[src/rtl/note_recorder_pkg.sv]
// Shared note codes, LED patterns, default sizing and recorder states for note_recorder.
package note_recorder_pkg;

    localparam logic [3:0] MUSIC0    = 4'd0;
    localparam logic [3:0] MUSIC1    = 4'd1;
    localparam logic [3:0] MUSIC2    = 4'd2;
    localparam logic [3:0] MUSIC3    = 4'd3;
    localparam logic [3:0] MUSIC4    = 4'd4;
    localparam logic [3:0] MUSIC5    = 4'd5;
    localparam logic [3:0] MUSIC6    = 4'd6;
    localparam logic [3:0] MUSIC7    = 4'd7;
    localparam logic [3:0] NOTE_TERM = 4'b1111;

    localparam logic [6:0] LED_OFF = 7'b0000000;
    localparam logic [6:0] LED1    = 7'b0000001;
    localparam logic [6:0] LED2    = 7'b0000010;
    localparam logic [6:0] LED3    = 7'b0000100;
    localparam logic [6:0] LED4    = 7'b0001000;
    localparam logic [6:0] LED5    = 7'b0010000;
    localparam logic [6:0] LED6    = 7'b0100000;
    localparam logic [6:0] LED7    = 7'b1000000;

    localparam int SONG_LEN_DEF = 56;
    localparam int TICK_DEF     = 10000000;

    localparam logic [3:0] DUR_MAX = 4'd15;

    typedef enum logic [1:0] {
        IDLE = 2'd0,
        REC  = 2'd1,
        DONE = 2'd2
    } rec_state_t;

endpackage

[src/rtl/note_recorder_key_encoder.sv]
// Note-key priority encoder (lowest key wins). With NOTE_DEBOUNCE_EN defined the keys
// first pass a 2-flop synchronizer and a DEB_CYC-cycle stability filter.
module key_encoder
    import note_recorder_pkg::*;
`ifdef NOTE_DEBOUNCE_EN
#(
    parameter int DEB_CYC = 200000
)
`endif
(
`ifdef NOTE_DEBOUNCE_EN
    input  logic       clk,
    input  logic       reset,
`endif
    input  logic [6:0] key_in,
    output logic [3:0] note,
    output logic [6:0] led
);

    logic [6:0] keys;

`ifdef NOTE_DEBOUNCE_EN
    localparam int CNT_W = $clog2(DEB_CYC + 1);

    logic [6:0]       sync_p1, sync_p2, cand, keys_deb;
    logic [CNT_W-1:0] stable_cnt;

    // A candidate pattern is accepted only after it has stayed put for DEB_CYC cycles
    always_ff @(posedge clk or negedge reset) begin
        if (!reset) begin
            sync_p1    <= '0;
            sync_p2    <= '0;
            cand       <= '0;
            keys_deb   <= '0;
            stable_cnt <= '0;
        end else begin
            sync_p1 <= key_in;
            sync_p2 <= sync_p1;
            if (sync_p2 != cand) begin
                cand       <= sync_p2;
                stable_cnt <= '0;
            end else if (cand != keys_deb) begin
                if (stable_cnt == CNT_W'(DEB_CYC - 1)) begin
                    keys_deb   <= cand;
                    stable_cnt <= '0;
                end else begin
                    stable_cnt <= stable_cnt + CNT_W'(1);
                end
            end else begin
                stable_cnt <= '0;
            end
        end
    end

    assign keys = keys_deb;
`else
    assign keys = key_in;
`endif

    always_comb begin
        note = MUSIC0;
        led  = LED_OFF;
        casez (keys)
            7'b??????1: begin note = MUSIC1; led = LED1; end
            7'b?????10: begin note = MUSIC2; led = LED2; end
            7'b????100: begin note = MUSIC3; led = LED3; end
            7'b???1000: begin note = MUSIC4; led = LED4; end
            7'b??10000: begin note = MUSIC5; led = LED5; end
            7'b?100000: begin note = MUSIC6; led = LED6; end
            7'b1000000: begin note = MUSIC7; led = LED7; end
            default:    begin note = MUSIC0; led = LED_OFF; end
        endcase
    end

endmodule

[src/rtl/note_recorder.sv]
// Live note recorder: packs played notes (code, duration, octave) into a playback song buffer.
// Optional key debouncing is enabled by defining NOTE_DEBOUNCE_EN.
module note_recorder
    import note_recorder_pkg::*;
#(
    parameter int SONG_LEN = SONG_LEN_DEF,
    parameter int TICK     = TICK_DEF
`ifdef NOTE_DEBOUNCE_EN
    ,
    parameter int DEB_CYC  = 200000
`endif
) (
    input  logic                  clk,
    input  logic                  reset,
    input  logic [6:0]            key_in,
    input  logic [1:0]            octave_in,
    input  logic                  rec_start,
    input  logic                  rec_stop,
    output logic [SONG_LEN*4-1:0] song_packed,
    output logic [SONG_LEN*4-1:0] time_packed,
    output logic [SONG_LEN*2-1:0] octave_packed,
    output logic [5:0]            rec_len,
    output logic                  recording,
    output logic                  full,
    output logic [3:0]            note_to_play,
    output logic [6:0]            led_out
);

    localparam int                TICK_W    = (TICK > 1) ? $clog2(TICK) : 1;
    localparam logic [TICK_W-1:0] TICK_LAST = TICK_W'(TICK - 1);
    localparam logic [5:0]        LEN_FULL  = 6'(SONG_LEN - 1);

    function automatic logic [3:0] dur_clip(input logic [3:0] units_v);
        return (units_v == 4'd0) ? 4'd1 : units_v;
    endfunction

    logic [3:0]        enc_note;
    logic [6:0]        enc_led;
    rec_state_t        state;
    logic              start_prev, stop_prev, start_edge, stop_edge;
    logic              pend_vld;
    logic [3:0]        pend_note;
    logic [1:0]        pend_oct;
    logic [TICK_W-1:0] tick, tick_base, tick_n;
    logic [3:0]        units, units_base, units_n;
    logic              in_rec, note_chg, open_new, sat, do_commit, hits_full;
    logic [3:0]        c_dur;
    logic [5:0]        len_n;

`ifdef NOTE_DEBOUNCE_EN
    key_encoder #(.DEB_CYC(DEB_CYC)) u_key_encoder (
        .clk    (clk),
        .reset  (reset),
        .key_in (key_in),
        .note   (enc_note),
        .led    (enc_led)
    );
`else
    key_encoder u_key_encoder (
        .key_in (key_in),
        .note   (enc_note),
        .led    (enc_led)
    );
`endif

    // The cycle that opens an entry already counts as its first tick
    always_comb begin
        start_edge = rec_start & ~start_prev;
        stop_edge  = rec_stop & ~stop_prev;
        in_rec     = (state == REC) && !start_edge;
        note_chg   = pend_vld && ((enc_note != pend_note) || (octave_in != pend_oct));
        open_new   = in_rec && !stop_edge && ((!pend_vld && (enc_note != MUSIC0)) || note_chg);
        tick_base  = open_new ? '0 : tick;
        units_base = open_new ? 4'd0 : units;
        if (tick_base == TICK_LAST) begin
            tick_n  = '0;
            units_n = units_base + 4'd1;
        end else begin
            tick_n  = tick_base + TICK_W'(1);
            units_n = units_base;
        end
        sat       = in_rec && !stop_edge && pend_vld && !note_chg && (units_n == DUR_MAX);
        do_commit = in_rec && (stop_edge ? (pend_vld && (pend_note != MUSIC0)) : (note_chg || sat));
        c_dur     = sat ? DUR_MAX : dur_clip(units);
        len_n     = rec_len + 6'd1;
        hits_full = do_commit && (len_n == LEN_FULL);
    end

    always_ff @(posedge clk or negedge reset) begin
        if (!reset) begin
            note_to_play <= MUSIC0;
            led_out      <= LED_OFF;
        end else begin
            note_to_play <= enc_note;
            led_out      <= enc_led;
        end
    end

    always_ff @(posedge clk or negedge reset) begin
        if (!reset) begin
            state         <= IDLE;
            start_prev    <= 1'b0;
            stop_prev     <= 1'b0;
            pend_vld      <= 1'b0;
            pend_note     <= MUSIC0;
            pend_oct      <= 2'd0;
            tick          <= '0;
            units         <= 4'd0;
            rec_len       <= 6'd0;
            song_packed   <= '0;
            time_packed   <= '0;
            octave_packed <= '0;
        end else begin
            start_prev <= rec_start;
            stop_prev  <= rec_stop;
            if (start_edge) begin
                state            <= REC;
                rec_len          <= 6'd0;
                song_packed[3:0] <= NOTE_TERM;
                tick             <= '0;
                units            <= 4'd0;
                pend_vld         <= 1'b0;
            end else if (state == REC) begin
                if (do_commit) rec_len <= len_n;
                if (stop_edge || hits_full) begin
                    state    <= DONE;
                    pend_vld <= 1'b0;
                end else begin
                    if (open_new) begin
                        pend_vld  <= 1'b1;
                        pend_note <= enc_note;
                        pend_oct  <= octave_in;
                    end
                    if (sat) begin
                        tick  <= '0;
                        units <= 4'd0;
                    end else if (pend_vld || open_new) begin
                        tick  <= tick_n;
                        units <= units_n;
                    end
                end
            end
            // Committed entry lands at rec_len; the slot after it becomes the terminator
            for (int i = 0; i < SONG_LEN; i++) begin
                if (do_commit && (i == int'(rec_len))) begin
                    song_packed[i*4 +: 4]   <= pend_note;
                    time_packed[i*4 +: 4]   <= c_dur;
                    octave_packed[i*2 +: 2] <= pend_oct;
                end
                if (do_commit && (i == int'(len_n))) song_packed[i*4 +: 4] <= NOTE_TERM;
            end
        end
    end

    assign recording = (state == REC);
    assign full      = (rec_len == LEN_FULL);

endmodule

[config.mk]
export PLATFORM = sky130hd
export DESIGN_NAME = note_recorder
export DESIGN_NICKNAME = d
export VERILOG_FILES = /design/src/rtl/note_recorder_pkg.sv /design/src/rtl/note_recorder_key_encoder.sv /design/src/rtl/note_recorder.sv
export SDC_FILE = /design/constraint.sdc
export NUM_CORES = 1
export LEC_CHECK = 0
export BUFFER_PORTS_ARGS = -buffer_cell sky130_fd_sc_hd__buf_2
export CORE_ASPECT_RATIO = 1.1
export CORE_UTILIZATION = 35
export DETAILED_ROUTE_END_ITERATION = 6
export GPL_TIMING_DRIVEN = 1
export SLEW_MARGIN = 20
export SYNTH_ARGS = -nofsm -noshare
export SYNTH_HDL_FRONTEND = slang
export SYNTH_SLANG_ARGS = --single-unit
[constraint.sdc]
create_clock -name clk -period 14.2 [get_ports clk]
set_input_delay 1.42 -clock clk [delete_from_list [all_inputs] [get_ports clk]]
set_output_delay 1.42 -clock clk [all_outputs]
set_load 0.05 [all_outputs]
==> impl_metrics.json, run 1 <==
{
  "status": "finished clean",
  "drv_slew": 0,
  "tightest_slew_ns": 1.09,
  "endpoint_kind": "flip-flop",
  "dp.cells": 3368,
  "p_sw_frac": 0.322,
  "synthMuxAreaShare": 0.156,
  "core_area_sq_um": 70800,
  "final_cell_mix": "dfrtp_1, buf_2, mux2_2",
  "register_area_sq_um": 15400,
  "hold_ws_ns": 0.473,
  "yosysUniqueCellTypes": 75,
  "timing.setup.tns_ns": 0,
  "cp_data_required_time_ns": 14.69,
  "max-cap-violations": 0,
  "hold_viol": 0,
  "worstSetupPathType": "reg -> reg",
  "cts.hold.buffers_added": 0,
  "die_x_microns": 258,
  "antenna_found_initial": 2,
  "root_buffer": "clkbuf_16",
  "gp_congestion": 0.936,
  "fin_crit_sh": 0.481,
  "min_path_type": "reg -> reg",
  "cellInternalPower_mw": 3.11,
  "setup_viol": 0,
  "instances_no_fill": 3492,
  "wl_mm": 97.0,
  "io_pins": 592,
  "layout-drive-gt1-share": 0.441,
  "worst-r2r-cell-count": 18,
  "yosysWarnings": 0,
  "synthAdderAreaFrac": 0.00348,
  "clk_latency_ns": 0.62,
  "hold_path_depth": 1,
  "post_cts_buffers": 0,
  "synth_seq_cells": 614,
  "grt_max_degree": 192,
  "fmax_mhz": 147,
  "stdcell_area_sq_um": 31600,
  "worstPathArrival_ns": 7.31,
  "dp_hpwl_mm": 68.5,
  "grtUsageTotal": 0.261,
  "seq_power_share": 0.417,
  "clock_sinks": 614,
  "grt_pass1_wl_mm": 141,
  "nets": 2524,
  "multi_input_area_sq_um": 9280,
  "overflow": 0,
  "synthCells": 1924,
  "synthToLayoutAreaGrowth_pct": 25.4,
  "max_slew_margin": 0.270,
  "clock_skew_ns": 0.0375,
  "vias": 19628,
  "io_buffers": 590,
  "cts_tree": "yes",
  "syn_avg_cell_area_sq_um": 13.1,
  "synth_xor_area_frac": 0.00383,
  "cts_resized": 0,
  "fill_cells": 6568,
  "pwr_density_cell_nw_per_um2": 145,
  "die_area_sq_um": 73000,
  "mostFrequentLayoutCell": "dfrtp_1",
  "ant_nets": 0,
  "synth_area_sq_um": 25200,
  "syn_nets": 1944,
  "ctsHtreeMaxLevel": 3,
  "synth-seq-area-share": 0.610,
  "num_rows": 102,
  "async_flop_share": 1.00,
  "rsz0062_at_grt": "false",
  "synth_compound_area_frac": 0.116,
  "drc": 0,
  "synth_edf_count": 0,
  "clockBufferDepth": 3,
  "p_leak_nw": 17.3,
  "first_pass_iters": 5,
  "power_frac_clock": 0.408,
  "min_period_ns": 6.82,
  "placed_area_sq_um": 29200,
  "critPathLaunchType": "flip-flop",
  "numCtsBuffers": 69,
  "peakVddDrop_mv": 0.129,
  "synth_flop_cell": "dfrtp_1",
  "start_util": 0.356,
  "combPwrFrac": 0.174,
  "vias_per_cell": 5.62,
  "synth-simple-area-share": 0.0868,
  "path_clk_slew_ns": 0.06,
  "post_drt_wl_per_cell_microns": 27.8,
  "switching_power_mw": 1.48,
  "grt_pass1_vias": 19950,
  "cp_max_fo": 43,
  "die_h_microns": 283,
  "drtIter0Drc": 1625,
  "synth_top_family_by_area": "multiplexers"
}
## logic make-up (layout without fill, tap and decap cells)
kind of cell / after synthesis / in the layout
and+or+nand+nor: 429 / 429
DFF: 614 / 614
muxes: 350 / 350
adders and majority gates: 7 / 7
buffers and inverters: 143 / 773
xor gates and xnor gates: 11 / 11
AOI/OAI and AO/OA: 369 / 369
other: 1 / 3
## power groups by stage
stage	combinational [mW]	sequential (mW)	clock [mW]
2_1_floorplan	0.281	2.13	0
3_3_place_gp	0.790	1.94	0
3_5_place_dp	0.800	1.94	0
4_1_cts	0.802	1.91	1.90
5_1_grt	0.841	1.92	1.97
6_report	0.799	1.91	1.87
## worst max-delay path, stage by stage (launching register included)
cell	delay, ns
dfrtp_1	0.69
buf_4	0.32
inv_1	0.26
buf_4	0.33
o31a_1	0.40
a2111oi_4	0.49
nor2_2	0.07
buf_4	0.25
nor2b_1	0.15
ha_1	0.21
nand3_1	0.13
or2_1	0.30
nor4_4	0.48
mux2_4	0.36
nand3_1	0.36
and4_2	0.29
buf_4	0.45
nand2_1	0.60
mux2_2	0.45
## metrics by stage
| stage | worst slack, ns | total power [mW] | util |
|---|---|---|---|
| 3_5_place_dp | 7.09 | 2.74 | 0.412 |
| 6_report | 7.38 | 4.59 | 0.446 |
| 3_3_place_gp | 7.15 | 2.73 | 0.411 |
| 4_1_cts | 7.44 | 4.62 | 0.445 |
| 5_1_grt | 7.11 | 4.73 | 0.446 |
| 2_1_floorplan | 8.30 | 2.41 | - |
## worst paths after layout
| check | start | to | slack (ns) |
|---|---|---|---|
| worst min-delay path | song_packed[135] | song_packed[135] | 0.47 |
| min in group asynchronous | reset | time_packed[209] | 0.84 |
| worst min register to register | song_packed[135] | song_packed[135] | 0.47 |
| max in group asynchronous | reset | time_packed[58] | 10.54 |
| worst max-delay path | pend_note[1] | time_packed[153] | 7.38 |
| worst max register to register | pend_note[1] | time_packed[153] | 7.38 |
## sequential cells by signal, indices dropped and copies added, names as in the netlist
signal         flops
start_prev         1
tick              24
pend_vld           1
song_packed      224
time_packed      224
stop_prev          1
led_out            7
pend_note          3
pend_oct           2
units              4
note_to_play       3
octave_packed    112
state              2
rec_len            6
## synth_stat cells, types with 14 or more instances
| master | number | share of area |
|---|---|---|
| buf_2 | 31 | 0.0062 |
| a211o_1 | 31 | 0.011 |
| a21o_1 | 50 | 0.015 |
| nor2_1 | 132 | 0.020 |
| clkbuf_1 | 75 | 0.011 |
| dfrtp_1 | 614 | 0.61 |
| o2bb2ai_1 | 14 | 0.0049 |
| a21oi_1 | 17 | 0.0034 |
| nand3_1 | 28 | 0.0056 |
| nand4_1 | 18 | 0.0045 |
| nor3_1 | 30 | 0.0060 |
| o21ai_0 | 67 | 0.013 |
| inv_1 | 25 | 0.0037 |
| mux2_2 | 342 | 0.15 |
| nand2_1 | 94 | 0.014 |
| o221ai_1 | 27 | 0.0094 |
| a221o_1 | 91 | 0.036 |
| and3_1 | 35 | 0.0087 |
## per-layer routing
metal,share of wire,track usage
met1,0.39,0.321
met2,0.49,0.436
met3,0.067,0.0582
met4,0.046,0.118
met5,0,0
## cell type report
class                      instances  area share
antenna                            2    0.000158
inverter                          26     0.00309
tap                              936      0.0371
timing repair buffer             626       0.104
clock inverter                    28      0.0129
sequential                       614       0.487
multi-input combinational       1167       0.294
clock buffer                      93      0.0627
Power figures use the tool's default switching activity.
==> run 2: changes to the inputs <==
ABC_AREA = 1   (was not set)
clock period = 6.7 ns   (was 14.2 ns; I/O delays follow)
==> run 2 against run 1 <==
Effect of this change:
- clock power grew 110%
- clock skew shrank 0.0073 ns
- first-iteration DRC count grew 14%
- critical path type unchanged
- largest power group unchanged
- highest routed layer unchanged
==> impl_metrics.json, run 2 <==
{
  "synth_most_common_cell": "nand2_1",
  "synth.area.top_cells": "dfrtp_1, nand2_1, o21ai_0, o211ai_1, o21ai_1",
  "synth_area_sq_um": 25400,
  "min_path_type": "in -> reg",
  "gp_congestion": 0.907,
  "worstSetupPathType": "reg -> reg",
  "dp_hpwl_mm": 64.7,
  "worstPathArrival_ns": 5.50,
  "io_buffers": 590,
  "synth_top_area_cell": "dfrtp_1",
  "peakVddDrop_mv": 0.202,
  "vias": 21046,
  "synth-seq-area-share": 0.606,
  "path_clk_slew_ns": 0.06,
  "first_pass_iters": 5,
  "num_rows": 103,
  "io_pins": 592,
  "status": "finished clean",
  "die_h_microns": 284,
  "timing.rr.end": "song_packed[25]",
  "rsz0062_at_grt": "false",
  "dp.cells": 4082,
  "max-cap-violations": 0,
  "mostFrequentLayoutCell": "nand2_1",
  "yosys.area.top_type_share": 0.606,
  "fmax_mhz": 201,
  "cp_max_fo": 16,
  "clock_skew_ns": 0.0301,
  "synthToLayoutAreaGrowth_pct": 23.8,
  "critPathLaunchType": "flip-flop",
  "grt_pass1_vias": 20375,
  "numCtsBuffers": 68,
  "wl_mm": 92.8,
  "reg_top3": "song_packed: 224 flops, time_packed: 224 flops, octave_packed: 112 flops",
  "instances_no_fill": 4207,
  "grt_pass1_wl_mm": 137,
  "drv_slew": 0,
  "crit_start": "pend_note[0]",
  "grtUsageTotal": 0.250,
  "pwr_density_cell_nw_per_um2": 347,
  "ctsHtreeMaxLevel": 3,
  "rr_startpoint": "pend_note[0]",
  "clockBufferDepth": 3,
  "syn_avg_cell_area_sq_um": 9.53,
  "yosysUniqueCellTypes": 41,
  "min_period_ns": 4.99,
  "fill_cells": 7029,
  "synth_edf_count": 0,
  "tightest_slew_ns": 1.03,
  "die_x_microns": 259,
  "post_drt_wl_per_cell_microns": 22.1,
  "synth_flop_cell": "dfrtp_1",
  "setup_viol": 0,
  "syn_nets": 2681,
  "clock_sinks": 614,
  "overflow": 0,
  "drtIter0Drc": 1855,
  "max_slew_margin": 0.312,
  "clk_latency_ns": 0.62,
  "hold_viol": 0,
  "timing.setup.tns_ns": 0,
  "ant_nets": 0,
  "cts_tree": "yes",
  "worst-r2r-cell-count": 21,
  "drc": 0,
  "post_cts_buffers": 0,
  "async_flop_share": 1.00,
  "start_util": 0.353,
  "cp_data_required_time_ns": 7.21,
  "core_area_sq_um": 71800,
  "p_leak_nw": 16.4,
  "die_area_sq_um": 73500,
  "fin_crit_sh": 0.744,
  "root_buffer": "clkbuf_16",
  "yosysWarnings": 0,
  "endpoint_kind": "flip-flop",
  "final_cell_mix": "nand2_1, dfrtp_1, buf_2",
  "grt_max_degree": 160,
  "r2r_slack_ns": 1.71,
  "antenna_found_initial": 3,
  "synthCells": 2661,
  "vias_per_cell": 5.00,
  "synth_common_cells": "nand2_1, dfrtp_1, o21ai_0",
  "synth_seq_cells": 614,
  "cp-endpoint": "song_packed[25]",
  "nets": 3228,
  "layout-drive-gt1-share": 0.253
}
[run 2: cell count changes in the layout (fill, tap and decap cells not counted), moves of 20 or more]
cell / before / now
a211o_1: 31 / 0
a21o_1: 50 / 0
a221o_1: 91 / 0
and3_1: 35 / 1
inv_1: 25 / 106
mux2_2: 342 / 0
nand2_1: 94 / 856
nand3_1: 27 / 85
nor2_1: 131 / 157
o211ai_1: 10 / 140
o21ai_0: 67 / 225
o21ai_1: 4 / 142
o221ai_1: 27 / 0
xor2_1: 1 / 21
[run 2: per-stage QoR]
| step | hold WS [ns] | util | power, mW | cell area [sq um] | worst slack, ns |
|---|---|---|---|---|---|
| after detailed placement | 0.455 | 0.405 | 7.06 | 29000 | 1.21 |
| after global placement | 0.450 | 0.405 | 7.05 | 29000 | 1.30 |
| after CTS | 0.157 | 0.437 | 11.0 | 31400 | 1.57 |
| after floorplan | 0.374 | - | 5.97 | 25400 | 2.68 |
| final | 0.187 | 0.438 | 10.9 | 31400 | 1.71 |
| after global routing | 0.165 | 0.438 | 11.3 | 31400 | 1.21 |
[run 2: report_power, final]
group          internal (mW)  switching [mW]
Combinational          0.474            2.33
Sequential              3.96           0.201
Clock                   2.29            1.63
Total                   6.73            4.17
[run 2: layout make-up]
cell class | instances | area, sq um | share of cell area
inverter | 125 | 469 | 0.0149
multi-input combinational | 1778 | 8770 | 0.279
clock buffer | 96 | 1980 | 0.0630
sequential | 614 | 15400 | 0.489
antenna | 1 | 2.50 | 0.0000797
tap | 945 | 1180 | 0.0376
timing repair buffer | 621 | 3270 | 0.104
clock inverter | 27 | 365 | 0.0116
[run 2: worst max-delay path, stage by stage (launching register included)]
cell,delay (ns)
dfrtp_1,0.51
buf_4,0.27
inv_2,0.08
nand4_1,0.10
nand2_1,0.12
nand4_2,0.15
nand2_2,0.11
inv_2,0.14
nor2_1,0.20
ha_1,0.22
nand3_1,0.10
nor2_2,0.29
nand3_2,0.19
nor2_1,0.14
nor2_1,0.07
nor2_2,0.16
nand3_4,0.16
nand2_4,0.28
nand2_2,0.27
nor2_2,0.75
nand2_1,0.34
o211ai_1,0.21
[run 2: cells by family after synthesis]
logic type | Yosys count | share of synthesized area
compound gates | 519 | 0.117
xor+xnor | 26 | 0.00898
fa+ha+maj | 7 | 0.00345
buf+inv | 269 | 0.0494
flops | 614 | 0.606
other cells | 1 | 0.000148
simple gates | 1225 | 0.215
[run 2: worst min-delay path by stage]
| stage | start | end | slack (ns) | depth (start not counted) |
|---|---|---|---|---|
| final | rec_start | start_prev | 0.19 | 1 |
| after global routing | rec_start | start_prev | 0.17 | 1 |
| after CTS | rec_start | start_prev | 0.16 | 1 |
| after detailed placement | song_packed[123] | song_packed[123] | 0.45 | 2 |
| after global placement | song_packed[99] | song_packed[99] | 0.45 | 2 |
| after floorplan | reset | led_out[0] | 0.37 | 0 |
[run 2: timing repair]
item | in CTS | in global routing
gates resized for setup | 0 | 0
endpoints found under the hold margin | 13 | 0
hold buffers | 1 | 0
[run 2: layer usage]
layer / routed length, microns / global-route usage / vias up
li1: - / - / 9886
met1: 40200 / 0.330 / 10309
met2: 43800 / 0.405 / 701
met3: 5960 / 0.0550 / 150
met4: 2890 / 0.0840 / 0
met5: 0 / 0 / -
